**config.mk**
```make
export PLATFORM = sky130hd
export DESIGN_NAME = game_settings_reader_flat
export DESIGN_NICKNAME = d
export VERILOG_FILES = /design/src/rtl/game_settings_reader_if.sv /design/src/rtl/game_settings_reader.sv /design/src/flat_wrapper.sv
export SDC_FILE = /design/constraint.sdc
export NUM_CORES = 1
export LEC_CHECK = 0
export CORE_UTILIZATION = 48
export DETAILED_ROUTE_END_ITERATION = 10
export MAX_ROUTING_LAYER = met4
export PLACE_DENSITY = 0.81
export SLEW_MARGIN = 30
export SYNTH_ARGS = -nofsm -noshare
export SYNTH_HDL_FRONTEND = slang
export SYNTH_SLANG_ARGS = --single-unit
```
**constraint.sdc**
```tcl
create_clock -name clk -period 2.4 [get_ports clk]
set_clock_uncertainty 0.1 [all_clocks]
set_input_delay 0.48 -clock clk [delete_from_list [all_inputs] [get_ports clk]]
set_output_delay 0.48 -clock clk [all_outputs]
set_load 0.005 [all_outputs]
```
**src/rtl/game_settings_reader_if.sv**
```systemverilog
// ---------------------------------------------------------------------------
// wishbone_if
//   Single-master pipelined Wishbone read bundle shared by the settings reader
//   (master) and the main FSM's settings register slave.
//   stb_o   : request strobe, held while the slave stalls
//   we_o    : write enable (this bus is read-only, always 0 from the reader)
//   adr_o   : 8-bit byte address of the requested register
//   stall_i : slave not ready to accept the request
//   ack_i   : slave accepted the request this cycle
//   dat_i   : read data, registered by the slave on the ack edge
// ---------------------------------------------------------------------------
interface wishbone_if;
    logic        stb_o;
    logic        we_o;
    logic [7:0]  adr_o;
    logic        stall_i;
    logic        ack_i;
    logic [15:0] dat_i;

    modport master (output stb_o, we_o, adr_o, input stall_i, ack_i, dat_i);
    modport slave  (input stb_o, we_o, adr_o, output stall_i, ack_i, dat_i);
endinterface

```
**src/rtl/game_settings_reader.sv**
```systemverilog
// ---------------------------------------------------------------------------
// game_settings_reader
//   Wishbone read initiator that fetches the nine game-setup registers from
//   the settings slave and caches them as parallel outputs.
//   clk, rst          : clock and synchronous active-high reset
//   fetch             : start pulse, only honoured while idle
//   game_settings     : Wishbone master port (stb/we/adr out, stall/ack/dat in)
//   row_column_number .. games_lost : cached register values
//   busy              : burst in progress
//   settings_valid    : all nine registers captured by the last burst
//   done              : one-cycle pulse on successful burst completion
//   timeout_err       : sticky stall-timeout flag, cleared by the next fetch
// ---------------------------------------------------------------------------
module game_settings_reader #(
    parameter int WAIT_LIMIT = 1023
) (
    input  logic             clk,
    input  logic             rst,
    input  logic             fetch,
    wishbone_if.master       game_settings,
    output logic [15:0]      row_column_number,
    output logic [15:0]      mine_num,
    output logic [15:0]      timer_seconds,
    output logic [15:0]      field_size,
    output logic [15:0]      board_size,
    output logic [15:0]      board_xpos,
    output logic [15:0]      board_ypos,
    output logic [15:0]      games_won,
    output logic [15:0]      games_lost,
    output logic             busy,
    output logic             settings_valid,
    output logic             done,
    output logic             timeout_err
);
    localparam int WCW       = $clog2(WAIT_LIMIT + 1);
    localparam logic [3:0] LAST_IDX = 4'd8;

    typedef enum logic [1:0] {IDLE, REQ, CAPTURE} state_t;

    state_t           state, state_next;
    logic [3:0]       index;
    logic [WCW-1:0]   wait_cnt;
    logic [WCW-1:0]   wait_inc;
    logic             stall_abort;

    // Register map walked by index; 0x06 is a hole in the slave's map.
    function automatic logic [7:0] reg_addr(input logic [3:0] idx);
        case (idx)
            4'd0:    reg_addr = 8'h00;
            4'd1:    reg_addr = 8'h02;
            4'd2:    reg_addr = 8'h04;
            4'd3:    reg_addr = 8'h08;
            4'd4:    reg_addr = 8'h0A;
            4'd5:    reg_addr = 8'h0C;
            4'd6:    reg_addr = 8'h0E;
            4'd7:    reg_addr = 8'h10;
            default: reg_addr = 8'h12;
        endcase
    endfunction

    // Saturating increment; the abort fires when this cycle is the
    // WAIT_LIMIT-th consecutive stalled request cycle.
    assign wait_inc    = (wait_cnt == WCW'(WAIT_LIMIT)) ? wait_cnt : wait_cnt + 1'b1;
    assign stall_abort = (wait_inc == WCW'(WAIT_LIMIT));

    // State register.
    always_ff @(posedge clk) begin
        // NOTE: clocked state uses non-blocking assignments so every register
        // samples pre-edge values regardless of process ordering.
        if (rst) state <= IDLE;
        else     state <= state_next;
    end

    // Next-state logic.
    always_comb begin
        // NOTE: default assignment first so no path leaves state_next
        // unassigned, which would infer a latch.
        state_next = state;
        case (state)
            IDLE:    if (fetch) state_next = REQ;
            REQ: begin
                if (game_settings.ack_i)  state_next = CAPTURE;
                else if (stall_abort)     state_next = IDLE;
            end
            CAPTURE: state_next = (index == LAST_IDX) ? IDLE : REQ;
            default: state_next = IDLE;
        endcase
    end

    // Bus outputs decoded from state; adr_o follows index so it is held
    // stable for the whole stalled request.
    always_comb begin
        game_settings.stb_o = (state == REQ);
        game_settings.we_o  = 1'b0;
        game_settings.adr_o = reg_addr(index);
        busy                = (state != IDLE);
    end

    // Datapath: index, wait counter, cached values and status flags.
    always_ff @(posedge clk) begin
        if (rst) begin
            // NOTE: the cached values are plain registers (not a RAM), so they
            // are all reset to give downstream logic a defined zero state.
            index             <= '0;
            wait_cnt          <= '0;
            row_column_number <= '0;
            mine_num          <= '0;
            timer_seconds     <= '0;
            field_size        <= '0;
            board_size        <= '0;
            board_xpos        <= '0;
            board_ypos        <= '0;
            games_won         <= '0;
            games_lost        <= '0;
            settings_valid    <= 1'b0;
            done              <= 1'b0;
            timeout_err       <= 1'b0;
        end else begin
            done <= 1'b0;
            case (state)
                IDLE: begin
                    if (fetch) begin
                        index          <= '0;
                        wait_cnt       <= '0;
                        settings_valid <= 1'b0;
                        timeout_err    <= 1'b0;
                    end
                end
                REQ: begin
                    if (!game_settings.ack_i) begin
                        wait_cnt <= wait_inc;
                        if (stall_abort) timeout_err <= 1'b1;
                    end
                end
                CAPTURE: begin
                    // The slave registered dat_i on the ack edge, so data is
                    // taken here rather than in the ack cycle.
                    wait_cnt <= '0;
                    case (index)
                        4'd0:    row_column_number <= game_settings.dat_i;
                        4'd1:    mine_num          <= game_settings.dat_i;
                        4'd2:    timer_seconds     <= game_settings.dat_i;
                        4'd3:    field_size        <= game_settings.dat_i;
                        4'd4:    board_size        <= game_settings.dat_i;
                        4'd5:    board_xpos        <= game_settings.dat_i;
                        4'd6:    board_ypos        <= game_settings.dat_i;
                        4'd7:    games_won         <= game_settings.dat_i;
                        default: games_lost        <= game_settings.dat_i;
                    endcase
                    if (index == LAST_IDX) begin
                        settings_valid <= 1'b1;
                        done           <= 1'b1;
                    end else begin
                        index <= index + 4'd1;
                    end
                end
                default: ;
            endcase
        end
    end
endmodule

```
**src/flat_wrapper.sv**
```systemverilog
// flat-port wrapper written by rule: the top's interface ports become plain ports
module game_settings_reader_flat 
#(
    parameter int WAIT_LIMIT = 1023
)
  (clk, rst, fetch, row_column_number, mine_num, timer_seconds, field_size, board_size, board_xpos, board_ypos, games_won, games_lost, busy, settings_valid, done, timeout_err, game_settings_stb_o, game_settings_we_o, game_settings_adr_o, game_settings_stall_i, game_settings_ack_i, game_settings_dat_i);
  wishbone_if game_settings_i ();
  input  logic clk;
  input  logic rst;
  input  logic fetch;
  output logic [15:0] row_column_number;
  output logic [15:0] mine_num;
  output logic [15:0] timer_seconds;
  output logic [15:0] field_size;
  output logic [15:0] board_size;
  output logic [15:0] board_xpos;
  output logic [15:0] board_ypos;
  output logic [15:0] games_won;
  output logic [15:0] games_lost;
  output logic busy;
  output logic settings_valid;
  output logic done;
  output logic timeout_err;
  output wire logic [$bits(game_settings_i.stb_o)-1:0] game_settings_stb_o;
  output wire logic [$bits(game_settings_i.we_o)-1:0] game_settings_we_o;
  output wire logic [$bits(game_settings_i.adr_o)-1:0] game_settings_adr_o;
  input wire logic [$bits(game_settings_i.stall_i)-1:0] game_settings_stall_i;
  input wire logic [$bits(game_settings_i.ack_i)-1:0] game_settings_ack_i;
  input wire logic [$bits(game_settings_i.dat_i)-1:0] game_settings_dat_i;
  assign game_settings_stb_o = game_settings_i.stb_o;
  assign game_settings_we_o = game_settings_i.we_o;
  assign game_settings_adr_o = game_settings_i.adr_o;
  assign game_settings_i.stall_i = game_settings_stall_i;
  assign game_settings_i.ack_i = game_settings_ack_i;
  assign game_settings_i.dat_i = game_settings_dat_i;
  game_settings_reader #(.WAIT_LIMIT(WAIT_LIMIT)) u_core (.clk(clk), .rst(rst), .fetch(fetch), .game_settings(game_settings_i), .row_column_number(row_column_number), .mine_num(mine_num), .timer_seconds(timer_seconds), .field_size(field_size), .board_size(board_size), .board_xpos(board_xpos), .board_ypos(board_ypos), .games_won(games_won), .games_lost(games_lost), .busy(busy), .settings_valid(settings_valid), .done(done), .timeout_err(timeout_err));
endmodule
```
# Word-level counts from Yosys, hierarchy flattened
# Memory sizes are Yosys's and may differ from the RTL's. A register that Yosys moved wholly into a read port is not among the register bits.
# Cells that the tools add are included.
[op_classes]
n_addsub = 2
n_mul = 0
div = 0
n_lt_le_gt_ge = 0
n_eq_ne = 18
shifts = 0
muxes = 22
n_bitwise = 2
reduce_logical = 22
[ops]
columns = ["operator", "count"]
rows = [
  ["two-way mux 10 bit", 3],
  ["one-hot mux 10 bit (3 select lines)", 1],
  ["== test 10 bit (second input constant)", 2],
  ["AND reduction 2 bit", 10],
  ["== test 4 x 3 -> 1 bit (second input constant)", 4],
  ["adder 10 x 1 -> 10 bit (second input constant)", 1],
  ["AND reduction 3 bit", 3],
  ["== test 4 x 2 -> 1 bit (second input constant)", 2],
  ["two-way mux 4 bit", 2],
  ["two-way mux 8 bit", 1],
  ["one-hot mux 4 bit (2 select lines)", 1],
  ["OR reduction 8 bit", 1],
  ["two-way mux 1 bit", 6],
  ["two-way mux 2 bit", 3],
  ["two-way mux 3 bit", 2],
  ["!= test 2 bit (second input constant)", 3],
  ["one-hot mux 2 bit (3 select lines)", 1],
  ["nonzero test 2 bit", 3],
  ["adder 4 x 1 -> 4 bit (second input constant)", 1],
  ["== test 4 x 1 -> 1 bit (second input constant)", 1],
  ["== test 4 bit (second input constant)", 1],
  ["logical NOT 4 bit", 1],
  ["!= test 2 x 1 -> 1 bit (second input constant)", 2],
  ["one-hot mux 1 bit (2 select lines)", 2],
  ["8 further kinds", 9],
]
[word_totals]
reg_bits = 163
latch_bits = 0
mem_bits_rw = 0
mem_bits_ro = 32
in_bits = 21
output_inout_bits = 158
mem_count = 1
[memory_table]
columns = ["memory", "words", "word_bits", "read_ports", "rd_clocked_by_memory_dff", "write_ports", "line_no", "text"]
rows = [
  ["(no name shown)", 8, 4, 1, 1, 0, "game_settings_reader.sv:48", "case (idx)"],
]

# Longest topological paths before layout
# Gate-level depths: netlist (run 1).
[logic_depth]
ltp_word = 6
ltp_mapped = 10
depth_no_buf = 10

# Worst setup path after synthesis (run 1)
# OpenSTA, ideal clock, no wires.
[synth_timing]
path_type = "reg-to-reg"
start = "register u_core.wait_cnt[0]"
end = "register u_core.timeout_err"
setup_time_ns = 0.060
arrival_ns = 1.899
slack_ns = 0.340
stages_incl_launch_ff = 8
path_cell_list = "dfxtp_1 > ha_1 > buf_4 > nand3_4 > or3_4 > a21o_1 > nor4_2 > o221a_1"
[synth_via]
elab_chain_len = 5
[synth_lines]
columns = ["element", "line_no", "text"]
rows = [
  ["start: declaration", "game_settings_reader.sv:42", "logic [WCW-1:0] wait_cnt;"],
  ["start signal: assignment", "game_settings_reader.sv:131", "wait_cnt <= wait_inc;"],
  ["adder 10 x 1 -> 10 bit / == test 10 bit (equally long branches)", "game_settings_reader.sv:63", "assign wait_inc = (wait_cnt == WCW'(WAIT_LIMIT)) ? wait_cnt : wait_cnt + 1'b1;"],
  ["two-way mux 10 bit *", "game_settings_reader.sv:63", ""],
  ["== test 10 bit *", "game_settings_reader.sv:64", "assign stall_abort = (wait_inc == WCW'(WAIT_LIMIT));"],
  ["!= test 2 x 1 -> 1 bit (no line) *", "-", ""],
  ["AND reduction 4 bit (no line) *", "-", ""],
  ["end signal: assignment", "game_settings_reader.sv:117", "timeout_err <= 1'b0;"],
  ["end signal: assignment", "game_settings_reader.sv:126", "timeout_err <= 1'b0;"],
  ["end signal: assignment", "game_settings_reader.sv:132", "if (stall_abort) timeout_err <= 1'b1;"],
  ["end: declaration", "game_settings_reader.sv:33", "output logic timeout_err"],
]
# Mark *: on every way between the ends. The rest lies on a longest branch, timed or not.
# A chain may end at the register's enable or synchronous reset.

# Worst setup path after layout (run 1)
[layout_timing]
start = "register u_core.index[3]"
end = "output port game_settings_adr_o[4]"
[layout_via]
elab_chain_len = 1
[layout_lines]
columns = ["element", "line_no", "text"]
rows = [
  ["start: declaration", "game_settings_reader.sv:41", "logic [3:0] index;"],
  ["start signal: assignment", "game_settings_reader.sv:154", "index <= index + 4'd1;"],
  ["two-way mux 8 bit", "game_settings_reader.sv:48", ""],
  ["end: declaration", "flat_wrapper.sv:26", "output wire logic [$bits(game_settings_i.adr_o)-1:0] game_settings_adr_o;"],
]
# Every way passes these cells.

==> results.py, run 1 <==
metrics = {
    "critical_path": {
        "cpMaxStageDelayCell": "dfxtp_1",
        "crit_arrival_ps": 1690,
        "critical_path_class": "flop to output port",
        "cp_max_fo": 10,
        "cp-start-kind": "flop",
        "worst_setup_path_end_kind": "output port",
        "reg2reg_from": "u_core.index[0]$_SDFFE_PP0N_",
        "cpPeakStageDelay_ps": 580,
        "required_ps": 1820,
        "startpoint": "u_core.index[3]$_SDFFE_PP0N_",
        "path_delay_family": "flip-flops",
        "path_cells": "or2_2 > clkdlybuf4s50_1",
        "crit_buf_inv": 1,
    },
    "global_routing": {
        "antenna_found_initial": 0,
        "grt_pass1_vias": 5589,
        "grt_max_degree": 145,
        "grt_pass1_wl_microns": 29400,
        "groute.usage.overall_pct": 28.0,
        "grt-ovfl-total": 0,
    },
    "final_layout": {
        "fillers": 1063,
        "area_delta_synth_final_pct": 37.6,
        "multi_input_area_sq_um": 2810,
        "final-seq-area_sq_um": 3340,
        "final_cell_mix": "277 x nand2_1, 171 x clkdlybuf4s50_1, 167 x dfxtp_1, 142 x a21oi_1, 30 x nor2_1",
        "n_antenna_cell": 0,
        "post_route_cells_drive_above_1_share_pct": 7.40,
        "fin_area_sq_um": 8920,
        "final_cells": 1149,
        "layout_commonest_cell": "nand2_1",
        "finalNetCount": 991,
        "post-route-util_pct": 67.6,
    },
    "clock_tree": {
        "cts_setup_buffers": 0,
        "cts_tree": "built",
        "root_buffer": "clkbuf_16",
        "clock_path_buffers": 2,
        "cts_made_buffers": 17,
        "clk_pin_slew_ps": 60,
        "clkLatencyLatePin_ps": 430,
        "cts_sinks": 167,
        "cts_htree_levels": 4,
    },
    "placement": {
        "gp_congestion": 0.874,
        "placed_area_sq_um": 8330,
        "hpwl_microns": 12400,
        "io_buffers": 172,
        "placed_cells": 1118,
    },
    "logic_synthesis": {
        "yosysSeqAreaShare_pct": 51.6,
        "synth.ff_latch_count": 167,
        "synthesis.area_per_instance_sq_um": 7.99,
        "syn_inst": 811,
        "synth.distinct_cells": 50,
        "synth_edf_count": 0,
        "yosysTopAreaCell": "dfxtp_1",
        "async_flop_share_pct": 0,
        "ys_warn_count": 0,
        "synth_ff_type": "dfxtp_1",
        "synth_top_area_share_pct": 51.6,
        "ys_top_cells_by_area": "dfxtp_1 52%, nand2_1 16%, a21oi_1 11%, clkbuf_1 2.7%, mux2i_1 2.6%",
        "synth_area_sq_um": 6480,
    },
    "power": {
        "switching_share_pct": 21.8,
        "ir_drop_uv": 612,
        "internal_power_mw": 4.53,
        "p_clk_share_pct": 46.6,
        "switchingPower_mw": 1.26,
        "cellPowerDensity_nw_per_um2": 650,
        "p_leak_nw": 3.17,
        "p_total_mw": 5.79,
        "p_seq_share_pct": 48.4,
        "power_frac_comb_pct": 5.0,
    },
    "sta": {
        "finalHoldViolCount": 0,
        "setup_violations": 0,
        "max_freq_mhz": 440,
        "fin_tns_setup_ps": 0,
        "max_slew.worst_pin.slew_ps": 651,
        "period_share_pct": 94.7,
        "rsz0062_at_grt": "no",
        "timing.final.max_slew_violations": 0,
        "max-slew-margin-rel_pct": 56.4,
        "fin_crit_ps": 2270,
    },
    "floorplan": {
        "start_util_pct": 49.1,
        "die_x_microns": 118,
        "placementRows": 42,
        "fp.dieH_microns": 118,
        "die-area_sq_um": 14000,
        "core_sq_um": 13200,
        "io_pins": 179,
    },
    "route": {
        "dr.pass1.iters": 5,
        "via_count": 5999,
        "drtIter0Drc": 540,
        "vias_per_cell": 5.22,
        "drt_wl_total_microns": 18700,
        "post-route-drc-count": 0,
        "ant_nets": 0,
        "wire_per_inst_microns": 16.3,
    },
    "hold_path": {
        "hold_class": "primary input to flop",
        "hp-start": "rst",
    },
    "outcome": {
        "status": "finished clean",
    },
    "run": {
        "maxCapViolCount": 0,
    },
}
[synthesized netlist by cell type, types with 7 or more instances]
cell type    n
nand2_1    277
dfxtp_1    167
a21oi_1    142
clkbuf_1    47
nor2_1      31
mux2i_1     17
buf_2       15
and2_1       9
ha_1         9
buf_4        8
inv_1        8
o21ai_0      7
[power groups by stage]
stage / sequential, mW / combinational [mW] / clock [mW]
2_1_floorplan: 2.86 / 0.159 / 0
3_3_place_gp: 2.87 / 0.282 / 0
3_5_place_dp: 2.87 / 0.285 / 0
4_1_cts: 2.80 / 0.286 / 2.72
5_1_grt: 2.81 / 0.312 / 2.85
6_report: 2.80 / 0.288 / 2.70
[final cells by class]
type | count | share of cell area (%)
sequential | 167 | 37.5
multi-input combinational | 568 | 31.5
timing repair buffer | 199 | 21.7
clock buffer | 23 | 5.47
tap | 176 | 2.47
clock inverter | 8 | 1.08
inverter | 8 | 0.337
[registers in the layout (all words and copies together) (netlist names), named ones only]
name	count
u_core.field_size	16
u_core.timeout_err	1
u_core.board_ypos	16
u_core.board_size	16
u_core.settings_valid	1
u_core.games_won	16
u_core.timer_seconds	16
u_core.board_xpos	16
u_core.row_column_number	16
u_core.mine_num	16
u_core.state	2
u_core.index	4
u_core.wait_cnt	10
u_core.done	1
u_core.games_lost	16
[through the flow]
| step | hold WS (ps) | setup slack, ps |
|---|---|---|
| after floorplan | 351 | 340 |
| after global placement | 341 | 95.4 |
| after detailed placement | 346 | -16.4 |
| after CTS | 291 | 118 |
| after global routing | 303 | 54.7 |
| final | 298 | 127 |
[routing by layer]
metal	vias up	GRT usage [%]	share of wire (%)
met3	43	7.34	7.2
met1	2773	34.3	42
li1	2943	-	-
met5	-	-	0
met4	0	11.2	2.9
met2	240	44.1	48
[timing repair]
action | in CTS | in global routing
hold buffers | 0 | 0
endpoints found under the hold margin | 0 | 0
gates resized for setup | 0 | 1
endpoints found under the setup margin | 0 | 1
[path summary, 6_finish.rpt]
kind,slack [ps],cells past startpoint,end
setup reg to reg,210,9,flop
hold / removal,300,2,u_core.games_lost[4]$_SDFFE_PP0P_
setup / recovery,130,2,game_settings_adr_o[4]
hold reg to reg,350,2,u_core.field_size[4]$_SDFFE_PP0P_
[logic make-up after synthesis]
kind of cell | share of synthesized area (%)
flops | 51.6
buf+inv | 5.43
fa+ha+maj | 1.74
other cells | 0.0579
compound gates | 14.3
xor+xnor | 0.676
simple gates | 23.4
mux | 2.80
Note: power is estimated with default switching activity, not from simulation.
==> run 2: changes to the inputs <==
Settings changed: SETUP_SLACK_MARGIN set to 0.5.
==> run 2 against run 1 <==
Global-route usage rose by 0.082 points. Cell area up 4.3%. Sequential share of layout area decreased by 1.0 points. Critical path depth rose by 2. Fmax rose by 19%. Routed wire length is 2.7% higher. Register-to-register slack gained 280 ps. Non-clock buffer count up 17. Final cell count rose by 1.5%. Combinational power is 14% higher.
==> results.py, run 2 (synthesis results as in run 1) <==
metrics = {
    "outcome": {
        "status": "finished clean",
    },
    "global_routing": {
        "grt-ovfl-total": 0,
        "grt_pass1_vias": 5710,
        "busiest_layer": "met2",
        "met1_usage_pct": 33.7,
        "grt_max_degree": 108,
        "antenna_found_initial": 0,
        "groute.usage.overall_pct": 28.1,
        "grt_util_met3_pct": 7.34,
        "grt.met2_usage_pct": 44.6,
        "grt_pass1_wl_microns": 29500,
    },
    "critical_path": {
        "worst_setup_path_end_kind": "output port",
        "required_ps": 1820,
        "path_cells": "buf_4 > nor2_4 > inv_1 > dlygate4sd2_1",
        "cpPeakStageDelay_ps": 360,
        "path_delay_family": "buffers and inverters",
        "critical_path_class": "flop to output port",
        "cpMaxStageDelayCell": "dfxtp_4",
        "cp-start-kind": "flop",
        "crit_buf_inv": 3,
        "cp_max_fo": 5,
        "crit_arrival_ps": 1330,
    },
    "route": {
        "wire_per_inst_microns": 16.5,
        "post-route-drc-count": 0,
        "ant_nets": 0,
        "vias_per_cell": 5.26,
        "drt_wl_total_microns": 19200,
        "via_count": 6138,
        "dr.pass1.iters": 6,
        "drtIter0Drc": 453,
    },
    "floorplan": {
        "placementRows": 42,
        "die_x_microns": 118,
        "fp.dieH_microns": 118,
        "core_sq_um": 13200,
        "start_util_pct": 49.1,
        "io_pins": 179,
        "die-area_sq_um": 14000,
    },
    "final_layout": {
        "layout_commonest_cell": "nand2_1",
        "fin_area_sq_um": 9300,
        "post_route_cells_drive_above_1_share_pct": 13.3,
        "n_antenna_cell": 0,
        "finalNetCount": 1008,
        "final_cell_mix": "274 x nand2_1, 142 x dfxtp_1, 141 x a21oi_1, 124 x clkdlybuf4s50_1, 43 x buf_4",
        "area_delta_synth_final_pct": 43.5,
    },
    "power": {
        "p_leak_nw": 4.05,
        "internal_power_mw": 4.50,
        "cellPowerDensity_nw_per_um2": 625,
        "power_frac_comb_pct": 5.6,
        "switching_share_pct": 22.5,
        "ir_drop_uv": 473,
        "p_seq_share_pct": 48.1,
        "switchingPower_mw": 1.31,
        "p_clk_share_pct": 46.2,
    },
    "sta": {
        "layout_setup_ws_ps": 486,
        "timing.final.max_slew_violations": 0,
        "max_freq_mhz": 522,
        "rsz0062_at_grt": "yes",
        "setup_violations": 0,
        "timing.hold.ws_ps": 254,
        "fin_tns_setup_ps": 0,
        "finalHoldViolCount": 0,
        "fin_crit_ps": 1910,
        "period_share_pct": 79.8,
        "max-slew-margin-rel_pct": 57.0,
        "max_slew.worst_pin.slew_ps": 643,
    },
    "clock_tree": {
        "root_buffer": "clkbuf_16",
        "cts_htree_levels": 4,
        "clock_path_buffers": 2,
        "clk_pin_slew_ps": 60,
        "cts_sinks": 167,
        "cts_tree": "built",
        "ctsHoldBuffers": 0,
        "clkLatencyLatePin_ps": 430,
        "cts_made_buffers": 17,
    },
    "placement": {
        "io_buffers": 172,
        "place_ws_ps": 50.4,
        "gp_congestion": 0.886,
        "placed_area_sq_um": 8360,
        "hpwl_microns": 12400,
    },
    "run": {
        "maxCapViolCount": 0,
    },
    "hold_path": {
        "hold_class": "primary input to flop",
    },
}
[run 2: cell count changes in the layout (fill, tap and decap cells not counted), moves of 6 or more]
cell | before | now
dfxtp_2 | 0 | 18
dlymetal6s2s_1 | 0 | 39
dfxtp_4 | 0 | 7
clkdlybuf4s50_1 | 171 | 124
buf_4 | 27 | 43
dlygate4sd2_1 | 0 | 6
dfxtp_1 | 167 | 142
[run 2: worst reg2reg max path: stages (launching register included)]
cell	delay [ps]
dfxtp_1	470
nand3_4	110
or3_4	400
a21o_1	200
nor4_4	350
o221a_1	220
[run 2: layout make-up]
cell class	instances	area (sq um)
fill	1034	3890
sequential	167	3390
multi-input combinational	568	2920
timing repair buffer	216	2150
clock buffer	21	460
tap	176	220
clock inverter	10	118
inverter	8	35.0
[run 2: path summary, 6_finish.rpt]
check,from,depth (start not counted),slack (ps),endpoint
max,u_core.state[1]$_SDFFE_PP0P_,4,490,busy
max reg2reg,u_core.wait_cnt[3]$_SDFFE_PP0P_,5,490,u_core.timeout_err$_SDFFE_PP0P_
min reg2reg,u_core.timer_seconds[10]$_SDFFE_PP0P_,2,350,u_core.timer_seconds[10]$_SDFFE_PP0P_
min,rst,2,250,u_core.wait_cnt[0]$_SDFFE_PP0P_
[run 2: timing repair]
item / 4_1_cts / 5_1_grt
resized for setup: 38 / 64
buffers inserted: 11 / 7
cloned: 0 / 0
hold endpoints to repair: 0 / 0
pin swaps: 5 / 13
endpoints found under the setup margin: 44 / 92
[run 2: stage by stage]
| stage | utilization [%] | total power, mW | cells |
|---|---|---|---|
| floorplan | - | 3.03 | 815 |
| global placement | 63.4 | 3.15 | 1117 |
| detailed placement | 63.4 | 3.15 | 1117 |
| CTS | 68.9 | 5.83 | 1159 |
| global route | 70.5 | 6.00 | 1166 |
| finish | 70.5 | 5.82 | 1166 |
[run 2: per-layer routing]
metal | wire, microns | share of wire, %
met3 | 1490 | 7.7
met1 | 7850 | 41
met2 | 9210 | 48
met4 | 676 | 3.5
met5 | 0 | 0
[run 2: power by group through the flow]
stage,logic [mW],clock network [mW],registers [mW]
4_1_cts,0.307,2.72,2.80
2_1_floorplan,0.166,0,2.86
3_5_place_dp,0.287,0,2.87
6_report,0.327,2.69,2.80
3_3_place_gp,0.286,0,2.87
5_1_grt,0.350,2.85,2.80
